==> config.mk <==
export PLATFORM = sky130hd
export DESIGN_NAME = neuron_accumulator
export DESIGN_NICKNAME = d
export VERILOG_FILES = /design/src/rtl/neuron_accumulator.sv
export SDC_FILE = /design/constraint.sdc
export NUM_CORES = 1
export LEC_CHECK = 0
export ABC_AREA = 1
export CAP_MARGIN = 20
export CELL_PAD_IN_SITES_DETAIL_PLACEMENT = 2
export CELL_PAD_IN_SITES_GLOBAL_PLACEMENT = 2
export CORE_UTILIZATION = 28
export DETAILED_ROUTE_END_ITERATION = 10
export PLACE_DENSITY_LB_ADDON = 0.1
export RECOVER_POWER = 25
export SLEW_MARGIN = 20
export SYNTH_ARGS = -nofsm -noshare
export SYNTH_HDL_FRONTEND = slang
export SYNTH_SLANG_ARGS = --single-unit
==> constraint.sdc <==
create_clock -name clk_i -period 2.7 [get_ports clk_i]
set_input_delay 0.27 -clock clk_i [delete_from_list [all_inputs] [get_ports clk_i]]
set_output_delay 0.27 -clock clk_i [all_outputs]
set_load 0.01 [all_outputs]
==> src/rtl/neuron_accumulator.sv <==
// Single-neuron integrate-and-fire accumulator: folds per-axon contributions into a
// saturating membrane potential, then leaks, thresholds, resets and emits a spike.
module neuron_accumulator #(
    parameter int NUM_AXONS       = 256,
    parameter int LEAK_WIDTH      = 9,
    parameter int WEIGHT_WIDTH    = 9,
    parameter int THRESHOLD_WIDTH = 9,
    parameter int POTENTIAL_WIDTH = 9,
    parameter int NUM_RESET_MODES = 2,
    localparam int MODE_W = (NUM_RESET_MODES > 1) ? $clog2(NUM_RESET_MODES) : 1
) (
    input  logic                       clk_i,
    input  logic                       rst_ni,
    input  logic                       tick_i,
    input  logic                       contrib_valid_i,
    input  logic [WEIGHT_WIDTH-1:0]    contrib_i,
    output logic                       contrib_ready_o,
    input  logic [LEAK_WIDTH-1:0]      leak_i,
    input  logic [THRESHOLD_WIDTH-1:0] threshold_i,
    input  logic [POTENTIAL_WIDTH-1:0] reset_potential_i,
    input  logic [MODE_W-1:0]          reset_mode_i,
    output logic                       spike_valid_o,
    input  logic                       spike_ready_i,
    output logic [POTENTIAL_WIDTH-1:0] potential_o,
    output logic                       busy_o,
    output logic                       done_o,
    output logic                       tick_overrun_o
);

    localparam int P     = POTENTIAL_WIDTH;
    localparam int CNT_W = (NUM_AXONS > 1) ? $clog2(NUM_AXONS) : 1;
    localparam logic [CNT_W-1:0]    CNT_LAST = CNT_W'(NUM_AXONS - 1);
    localparam logic signed [P-1:0] POT_MAX  = {1'b0, {(P-1){1'b1}}};
    localparam logic signed [P-1:0] POT_MIN  = {1'b1, {(P-1){1'b0}}};
    localparam logic [MODE_W-1:0]   MODE_LINEAR = MODE_W'(1);

    typedef enum logic [2:0] {
        S_IDLE  = 3'd0,
        S_INTEG = 3'd1,
        S_LEAK  = 3'd2,
        S_FIRE  = 3'd3,
        S_SPIKE = 3'd4
    } state_e;

    state_e                state_q, state_d;
    logic signed [P-1:0]   potential_q, potential_d;
    logic [CNT_W-1:0]      cnt_q, cnt_d;
    logic                  spike_valid_q, spike_valid_d;
    logic                  done_q, done_d;
    logic                  overrun_q, overrun_d;

    logic signed [P:0]     pot_ext_s;
    logic signed [P:0]     contrib_ext_s;
    logic signed [P:0]     leak_ext_s;
    logic signed [P:0]     thr_ext_s;
    logic                  fire_s;
    logic                  cnt_last_s;

    // Clamp a P+1 bit sum back into the P bit potential range.
    function automatic logic signed [P-1:0] sat(input logic signed [P:0] v);
        logic signed [P-1:0] r;
        if (v[P] != v[P-1]) begin
            r = v[P] ? POT_MIN : POT_MAX;
        end else begin
            r = v[P-1:0];
        end
        return r;
    endfunction

    assign pot_ext_s     = (P+1)'(potential_q);
    assign contrib_ext_s = (P+1)'($signed(contrib_i));
    assign leak_ext_s    = (P+1)'($signed(leak_i));
    assign thr_ext_s     = (P+1)'($signed(threshold_i));
    assign fire_s        = (pot_ext_s >= thr_ext_s);
    assign cnt_last_s    = (cnt_q == CNT_LAST);

    // State register.
    always_ff @(posedge clk_i or negedge rst_ni) begin
        if (!rst_ni) begin
            state_q <= S_IDLE;
        end else begin
            state_q <= state_d;
        end
    end

    // Next-state logic.
    always_comb begin
        state_d = state_q;
        case (state_q)
            S_IDLE:  state_d = tick_i ? S_INTEG : S_IDLE;
            S_INTEG: state_d = (contrib_valid_i && cnt_last_s) ? S_LEAK : S_INTEG;
            S_LEAK:  state_d = S_FIRE;
            S_FIRE:  state_d = fire_s ? S_SPIKE : S_IDLE;
            S_SPIKE: state_d = spike_ready_i ? S_IDLE : S_SPIKE;
            default: state_d = S_IDLE;
        endcase
    end

    // Datapath and output next values; out-of-range modes fall back to absolute reset.
    always_comb begin
        potential_d   = potential_q;
        cnt_d         = cnt_q;
        spike_valid_d = spike_valid_q;
        done_d        = 1'b0;
        overrun_d     = tick_i && (state_q != S_IDLE);
        case (state_q)
            S_IDLE: begin
                if (tick_i) begin
                    cnt_d = {CNT_W{1'b0}};
                end else begin
                    cnt_d = cnt_q;
                end
            end
            S_INTEG: begin
                if (contrib_valid_i) begin
                    potential_d = sat(pot_ext_s + contrib_ext_s);
                    cnt_d       = cnt_q + CNT_W'(1);
                end else begin
                    potential_d = potential_q;
                    cnt_d       = cnt_q;
                end
            end
            S_LEAK: begin
                potential_d = sat(pot_ext_s + leak_ext_s);
            end
            S_FIRE: begin
                if (fire_s) begin
                    spike_valid_d = 1'b1;
                    if (reset_mode_i == MODE_LINEAR) begin
                        potential_d = sat(pot_ext_s - thr_ext_s);
                    end else begin
                        potential_d = $signed(reset_potential_i);
                    end
                end else begin
                    done_d = 1'b1;
                end
            end
            S_SPIKE: begin
                if (spike_ready_i) begin
                    spike_valid_d = 1'b0;
                    done_d        = 1'b1;
                end else begin
                    spike_valid_d = 1'b1;
                end
            end
            default: begin
                spike_valid_d = 1'b0;
            end
        endcase
    end

    // Datapath and output registers.
    always_ff @(posedge clk_i or negedge rst_ni) begin
        if (!rst_ni) begin
            potential_q   <= '0;
            cnt_q         <= '0;
            spike_valid_q <= 1'b0;
            done_q        <= 1'b0;
            overrun_q     <= 1'b0;
        end else begin
            potential_q   <= potential_d;
            cnt_q         <= cnt_d;
            spike_valid_q <= spike_valid_d;
            done_q        <= done_d;
            overrun_q     <= overrun_d;
        end
    end

    assign contrib_ready_o = (state_q == S_INTEG);
    assign busy_o          = (state_q != S_IDLE);
    assign spike_valid_o   = spike_valid_q;
    assign done_o          = done_q;
    assign tick_overrun_o  = overrun_q;
    assign potential_o     = potential_q;

endmodule

Yosys cells after proc, flatten, opt, wreduce, memory -nomap -nowiden
Cells that the tools add are included.

Register bits: 23. Bits in latches: 0. Bits in writable memories: 0. Memory bits (read-only): 0. Input bits: 42. Output and inout bits: 14. Word-level logic and storage cells: 57. Memories: 0.

Add/subtract/negate cells: 4. $mul: 0. Divide/modulo/power cells: 0. Order comparisons: 1. Equal/unequal tests: 11. Shifts and indexed selects: 0. Mux-type cells: 24. Bitwise logic cells: 1. Reductions and logical operators: 10.

Operators with widths (count): 9-bit two-way mux (9); 9-bit one-hot mux with 3 select lines (1); 9-bit by 9-bit adder with 10-bit output (2); 8-bit two-way mux (2); 8-bit one-hot mux with 2 select lines (1); 3-bit one-hot mux with 5 select lines (1); 9-bit by 9-bit subtractor with 10-bit output (1); 9-bit greater-or-equal comparator (1); 8-bit by 1-bit adder with 8-bit output, second input constant (1); 8-bit equality test, second input constant (1); 3-bit by 2-bit equality test with 1-bit output, second input constant (2); 3-bit two-way mux (2); 2-bit inequality test, second input constant (3); 3-bit AND reduction (2); 3-bit nonzero test (2); 1-bit two-way mux (5); 3-bit by 1-bit equality test with 1-bit output, second input constant (1); 3-bit equality test, second input constant (1); 3-bit logical NOT (1); 1-bit inequality test (3); 1-bit one-hot mux with 3 select lines (1); 3-bit OR reduction (1); 1-bit logical AND (2); 2-bit two-way mux (1); other kinds (4) (4).

Depth between registers and ports, before layout
Gate-level depths: netlist (run 1).

Depth after elaboration: 6. Depth in mapped cells: 18. Depth with buffers taken out: 18.

Worst setup path before layout (run 1)
OpenSTA, ideal clock, no wires.

Path kind: reg-to-reg. Start point: reg potential_q[0] (netlist: potential_o[0]). End point: reg potential_q[1] (netlist: potential_o[1]). Arrival time: 1973 ps. Data required time: 2583 ps. Slack: 610 ps. Cell stages (with the launch flop): 15. Buffers on the path: 0. Clock period less this slack: 2090 ps. Path through: dfrtp_1 > ha_1 > fa_1 > nand3_1 > nand2_1 > nand2_1 > nand3_1 > nand2_2 > inv_2 > nand3_2 > nand3_1 > nand2_1 > nand2_1 > nor2_1 > nor2_1.

Longest elaborated chain between the ends: 6. Elaborated cells between the ends (all ways): 19.

Ends and longest elaborated chain: from (decl) (line 46) `logic signed [P-1:0] potential_q, potential_d;`; from (signal assigned) (line 161) `potential_q <= potential_d;`; 9-bit by 9-bit subtractor with 10-bit output (line 130) `potential_d = sat(pot_ext_s - thr_ext_s);`; 9-bit two-way mux / 1-bit inequality test (equally long branches) (line 63, 62); 9-bit two-way mux (line 62) `if (v[P] != v[P-1]) begin`; 9-bit two-way mux (line 129) `if (reset_mode_i == MODE_LINEAR) begin`; 9-bit two-way mux (line 127) `if (fire_s) begin`; 9-bit one-hot mux with 3 select lines (line 106) `case (state_q)`.

Parallel ways exist; a longest one is shown, timed or not. The select of a mux whose other input is x is not followed. A chain may end at the register's enable or synchronous reset.

Final worst setup path (run 1)
Start point: in contrib_i[0]. End point: reg potential_q[3] (netlist: potential_o[3]).

Longest elaborated chain between the ends: 5. Elaborated cells between the ends (all ways): 6.

Ends and longest elaborated chain: from (decl) (line 16) `input logic [WEIGHT_WIDTH-1:0] contrib_i,`; 9-bit by 9-bit adder with 10-bit output * (line 116) `potential_d = sat(pot_ext_s + contrib_ext_s);`; 9-bit two-way mux / 1-bit inequality test (equally long branches) (line 63, 62); 9-bit two-way mux * (line 62); 9-bit two-way mux * (line 115) `if (contrib_valid_i) begin`; 9-bit one-hot mux with 3 select lines * (line 106).

Mark *: on every way between the ends. The rest lies on a longest branch, timed or not. The select of a mux whose other input is x is not followed.

==> results of run 1 <==
-- critical path, cell delays in order --
cell and delay (ns):
clkdlybuf4s50_1 0.48, ha_1 0.23, inv_1 0.07, fa_1 0.41
o21ai_2 0.24, nand2_2 0.08, nand2_1 0.07, nand2_1 0.08
nand4_1 0.20, buf_4 0.15, nand2_1 0.05, nand2_1 0.05
nand2_1 0.06, nor2_1 0.11, nor2_1 0.04
-- registers in the layout, indices dropped and copies added, names as in the netlist --
signal          cells
potential_o         9
cnt_q               8
state_q             3
done_o              1
spike_valid_o       1
tick_overrun_o      1
-- layout make-up --
type | count | area share
clock buffer | 4 | 0.0121
inverter | 70 | 0.0710
multi-input combinational | 376 | 0.562
sequential | 23 | 0.154
tap | 136 | 0.0456
timing repair buffer | 59 | 0.154
-- metrics by stage --
step	instance area, um^2	setup WS (ns)	std cells
after CTS	3730	0.183	667
after global placement	3680	0.00772	663
after global routing	3730	0.0334	668
after floorplan	2960	0.610	471
after detailed placement	3680	-0.0322	663
final	3730	0.280	668
-- placed cells by master, fill, tap and decap left out, types with 2 or more instances in the layout --
cell,synthesis,layout
nand3_1,42,42
dfrtp_1,23,22
xor2_1,6,6
nor3_1,5,5
inv_1,58,58
nand2_4,2,2
nand4_2,3,3
clkdlybuf4s50_1,0,54
a21oi_1,24,24
o21ai_0,9,9
nand2_1,151,151
ha_1,28,28
fa_1,3,3
clkbuf_8,0,3
nor2_4,3,3
nand4_1,3,3
nand2_2,11,11
clkbuf_1,1,2
xnor2_1,10,10
buf_4,0,3
nor2_1,53,53
nand3_2,4,4
nor2_2,6,6
inv_2,11,11
a21o_1,3,3
-- repair_timing --
| action | CTS | global route |
|---|---|---|
| gates resized for setup | 0 | 1 |
| setup buffers | 0 | 1 |
| endpoints found under the setup margin | 0 | 5 |
-- worst paths after layout --
kind                                   to           start  cells after the start  slack [ns]
max in group asynchronous  potential_o[0]          rst_ni                      2        1.05
min                         spike_valid_o   spike_valid_o                      1        0.54
max                        potential_o[3]    contrib_i[0]                     15        0.28
min in group asynchronous        cnt_q[5]          rst_ni                      2        0.80
min reg2reg                 spike_valid_o   spike_valid_o                      1        0.54
max reg2reg                potential_o[3]  potential_o[0]                     14        0.30
-- layer usage --
metal	wire, um	global-route usage	vias up
li1	-	-	1610
met1	5100	0.266	1519
met2	5050	0.355	36
met3	168	0.0119	4
met4	33	0.0211	0
met5	0	0	-
-- kinds of logic (layout without fill, tap and decap cells) --
kind of cell,after synthesis,count (layout),share of synthesized area
DFF,23,23,0.195
and+or+nand+nor,286,286,0.436
buffers and inverters,72,133,0.0948
xor gates and xnor gates,16,16,0.0474
AOI/OAI and AO/OA,43,43,0.0876
adders and majority gates,31,31,0.139
-- power by group --
| group | internal [mW] | switching, mW |
|---|---|---|
| registers | 0.458 | 0.231 |
| logic | 1.21 | 1.89 |
| clock network | 0.105 | 0.113 |
==> impl_metrics.csv, run 1 <==
group,metric,value,unit
run_status,status,"finished clean",
timing,relSlewSlack,0.143,
hold_path,hold_class,"flip-flop to flip-flop",
placement,hpwl,8810,um
timing,worst_pin_slew,1.29,ns
finish,regArea,577,um^2
clock_network,cts_hold_buffers,0,
setup_path,required,2.86,ns
clock_network,cts.clk_slew.worst_paths,0.08,ns
global_routing,antenna_found_initial,0,
timing,rsz0062_at_grt,"false",
detailed_routing,drt-total-wl,10300,um
power_and_ir_drop,power,4.00,mW
placement,place_congestion,0.763,
synth,synth_seq_cells,23,
timing,fmax,0.413,GHz
timing,final.setup.tns,0,ns
finish,final_nets,606,
detailed_routing,drtIter0Drc,55,
synth,syn_nets,544,
synth,ys.flop_type,"dfrtp_1",
setup_path,crit_type,"input pin to flip-flop",
global_routing,grt_pass1_wl,17400,um
finish,layout-drive-gt1-share,0.103,
synth,synth-async-reset-ratio,1.00,
timing,skew,0.00196,ns
finish,multi_input_area,2100,um^2
synth,synth_edf_count,0,
synth,synth_top_area_frac,0.195,
detailed_routing,vias,3169,
detailed_routing,route.detailed.drc,0,
timing,drv_slew,0,
detailed_routing,wire_per_inst,15.5,um
setup_path,worst-path-max-fanout,5,
global_routing,grt_max_degree,24,
clock_network,clk_latency,0.26,ns
clock_network,cts_sinks,23,
floorplan,ios,56,
power_and_ir_drop,p_leak,1.92,nW
detailed_routing,ant_nets,0,
synth,synthesis.area,2960,um^2
clock_network,cts_buffer_depth,2,
timing,fin_hold_ws,0.538,ns
finish,fin_util,0.363,
synth,synth.area.top_cells,"dfrtp_1, nand2_1, ha_1, inv_1, nand3_1",
detailed_routing,via_per_inst,4.74,
floorplan,core_area,10300,um^2
timing,finalCritPeriodShare,0.896,
finish,antennaDiodeCount,0,
synth,yosys.area.top_type,"dfrtp_1",
floorplan,die_width,105,um
global_routing,grt_overflow_total,0,
setup_path,start_kind,"input pin",
timing,layout_min_cycle_time,2.42,ns
synth,yosysWarnings,0,
finish,area_growth_syn_to_layout,26.3,%
floorplan,num_rows,37,
clock_network,clockRootBuffer,"clkbuf_8",
synth,synth.avg_cell_area,6.27,um^2
finish,fill_cells,1293,
floorplan,start_util,0.288,
global_routing,grt.total_usage,0.197,
floorplan,die_area,11000,um^2
synth,yosysMostFrequentCell,"nand2_1",
power_and_ir_drop,ir_drop,0.000278,V
floorplan,die_y,105,um
setup_path,crit_path_end_kind,"flip-flop",
clock_network,h-tree-depth,1,
synth,yosysUniqueCellTypes,34,
synth,netlist_instances,471,
timing,hold_violations,0,
global_routing,grt_pass1_vias,3482,
clock_network,cts_buffers,3,
synth,ys_seq_area_frac,0.195,
synth,netlist_top_cells_count,"nand2_1, inv_1, nor2_1",
timing,setup_viol,0,
setup_path,cp_data_arrival_time,2.58,ns
clock_network,cts_tree,"done",
detailed_routing,dr.pass1.iters,4,
job,maxCapViolCount,0,
placement,port_buffers,55,
power_and_ir_drop,p_per_area,1070,nW/um^2
Power figures use the tool's default switching activity.
==> inputs of run 2 (changes only) <==
Settings changed: CORE_UTILIZATION 28 to 30.
Clock period 2.7 ns to 3 ns, I/O delays scaled along.
==> impl_metrics.csv, run 2 (same netlist as run 1, synthesis figures left out) <==
group,metric,value,unit
run_status,status,"finished clean",
setup_path,cpMaxStageDelayCell,"dfrtp_1",
hold_path,min_from,"spike_valid_o",
global_routing,grt.total_usage,0.213,
job,maxCapViolCount,0,
clock_network,cts_buffers,3,
setup_path,crit_path_end_kind,"flip-flop",
setup_path,critPathMaxStageDelay,0.47,ns
detailed_routing,route.detailed.drc,0,
clock_network,cts_setup_buffers,0,
timing,fin_hold_ws,0.542,ns
timing,finalCritPeriodShare,0.831,
finish,antennaDiodeCount,0,
power_and_ir_drop,ir_drop,0.000299,V
setup_path,worst-path-max-fanout,5,
detailed_routing,wire_per_inst,15.5,um
finish,fill_cells,1218,
placement,place_area,3670,um^2
clock_network,clockRootBuffer,"clkbuf_8",
setup_path,startpoint,"potential_o[0]",
setup_path,start_kind,"flip-flop",
setup_path,required,3.21,ns
setup_path,crit_type,"flip-flop to flip-flop",
placement,dpl.cell_count,655,
detailed_routing,vias,3198,
global_routing,grt_max_degree,24,
floorplan,ios,56,
clock_network,ctsResizeCount,0,
setup_path,cp_data_arrival_time,2.70,ns
finish,layout-drive-gt1-share,0.0981,
timing,hold_violations,0,
finish,largest_reg_flops,9,
timing,layout_min_cycle_time,2.49,ns
finish,final_common_cell,"nand2_1",
finish,area_growth_syn_to_layout,25.5,%
global_routing,antenna_found_initial,0,
finish,final_cell_count_no_fill,659,
floorplan,num_rows,35,
global_routing,grt_pass1_wl,16800,um
setup_path,r2r_start,"potential_o[0]",
finish,final_nets,604,
clock_network,cts_hold_buffers,0,
clock_network,cts_buffer_depth,2,
floorplan,start_util,0.315,
floorplan,die_width,101,um
placement,hpwl,8780,um
timing,drv_slew,0,
finish,regArea,576,um^2
timing,skew,0.00795,ns
clock_network,cts_tree,"done",
finish,multi_input_area,2100,um^2
timing,fin_ws,0.506,ns
clock_network,clk_latency,0.27,ns
global_routing,grt_pass1_vias,3486,
power_and_ir_drop,p_per_area,966,nW/um^2
placement,place_congestion,0.741,
floorplan,core_area,9370,um^2
power_and_ir_drop,power,3.58,mW
timing,rsz0062_at_grt,"false",
floorplan,die_y,101,um
clock_network,cts.clk_slew.worst_paths,0.09,ns
timing,fmax,0.401,GHz
placement,post-place-ws,0.221,ns
timing,final.setup.tns,0,ns
hold_path,hold_class,"flip-flop to flip-flop",
timing,relSlewSlack,0.124,
finish,fin_util,0.396,
finish,final_cell_mix,"nand2_1, inv_1, clkdlybuf4s50_1",
detailed_routing,drtIter0Drc,79,
setup_path,path_cells,"ha_1 > inv_1 > fa_1 > o21ai_2 > nand2_2 > nand3_1 > nand2_2 > a21oi_1 > o21ai_0 > nand2_1 > nor2_1 > nor2_1",
placement,port_buffers,55,
clock_network,h-tree-depth,1,
detailed_routing,dr.pass1.iters,4,
detailed_routing,drt-total-wl,10200,um
detailed_routing,via_per_inst,4.85,
timing,worst_pin_slew,1.31,ns
clock_network,cts_sinks,23,
timing,setup_viol,0,
global_routing,grt_overflow_total,0,
power_and_ir_drop,p_leak,1.91,nW
finish,finalInstanceArea,3710,um^2
detailed_routing,ant_nets,0,
floorplan,die_area,10300,um^2
==> run 2: worst paths after layout <==
path,end,slack (ns),depth (start not counted)
max,potential_o[2],0.51,12
min,spike_valid_o,0.54,1
max reg2reg,potential_o[2],0.51,12
min reg2reg,spike_valid_o,0.54,1
max in group asynchronous,cnt_q[1],1.38,2
min in group asynchronous,potential_o[6],0.84,2
==> run 2: cell type report <==
class | count | area share
Clock buffer | 4 | 0.0121
Inverter | 70 | 0.0715
Multi-Input combinational cell | 376 | 0.566
Sequential cell | 23 | 0.155
Tap cell | 129 | 0.0435
Timing Repair Buffer | 57 | 0.151
==> run 2: routing by layer <==
metal	share of wire	global-route usage
met4	0.0019	0.0134
met2	0.50	0.401
met3	0.018	0.0173
met1	0.48	0.274
met5	0	0
==> run 2: critical path, delay by kind of cell, from the launching register on <==
kind / cells / cell delay (ns)
fa+ha+maj: 2 / 0.68
compound gates: 3 / 0.67
simple gates: 6 / 0.53
flops: 1 / 0.47
buf+inv: 1 / 0.07
==> run 2: where the power goes <==
part           switching, mW  internal (mW)
logic                   1.70           1.07
clock network          0.103         0.0950
registers              0.205          0.411
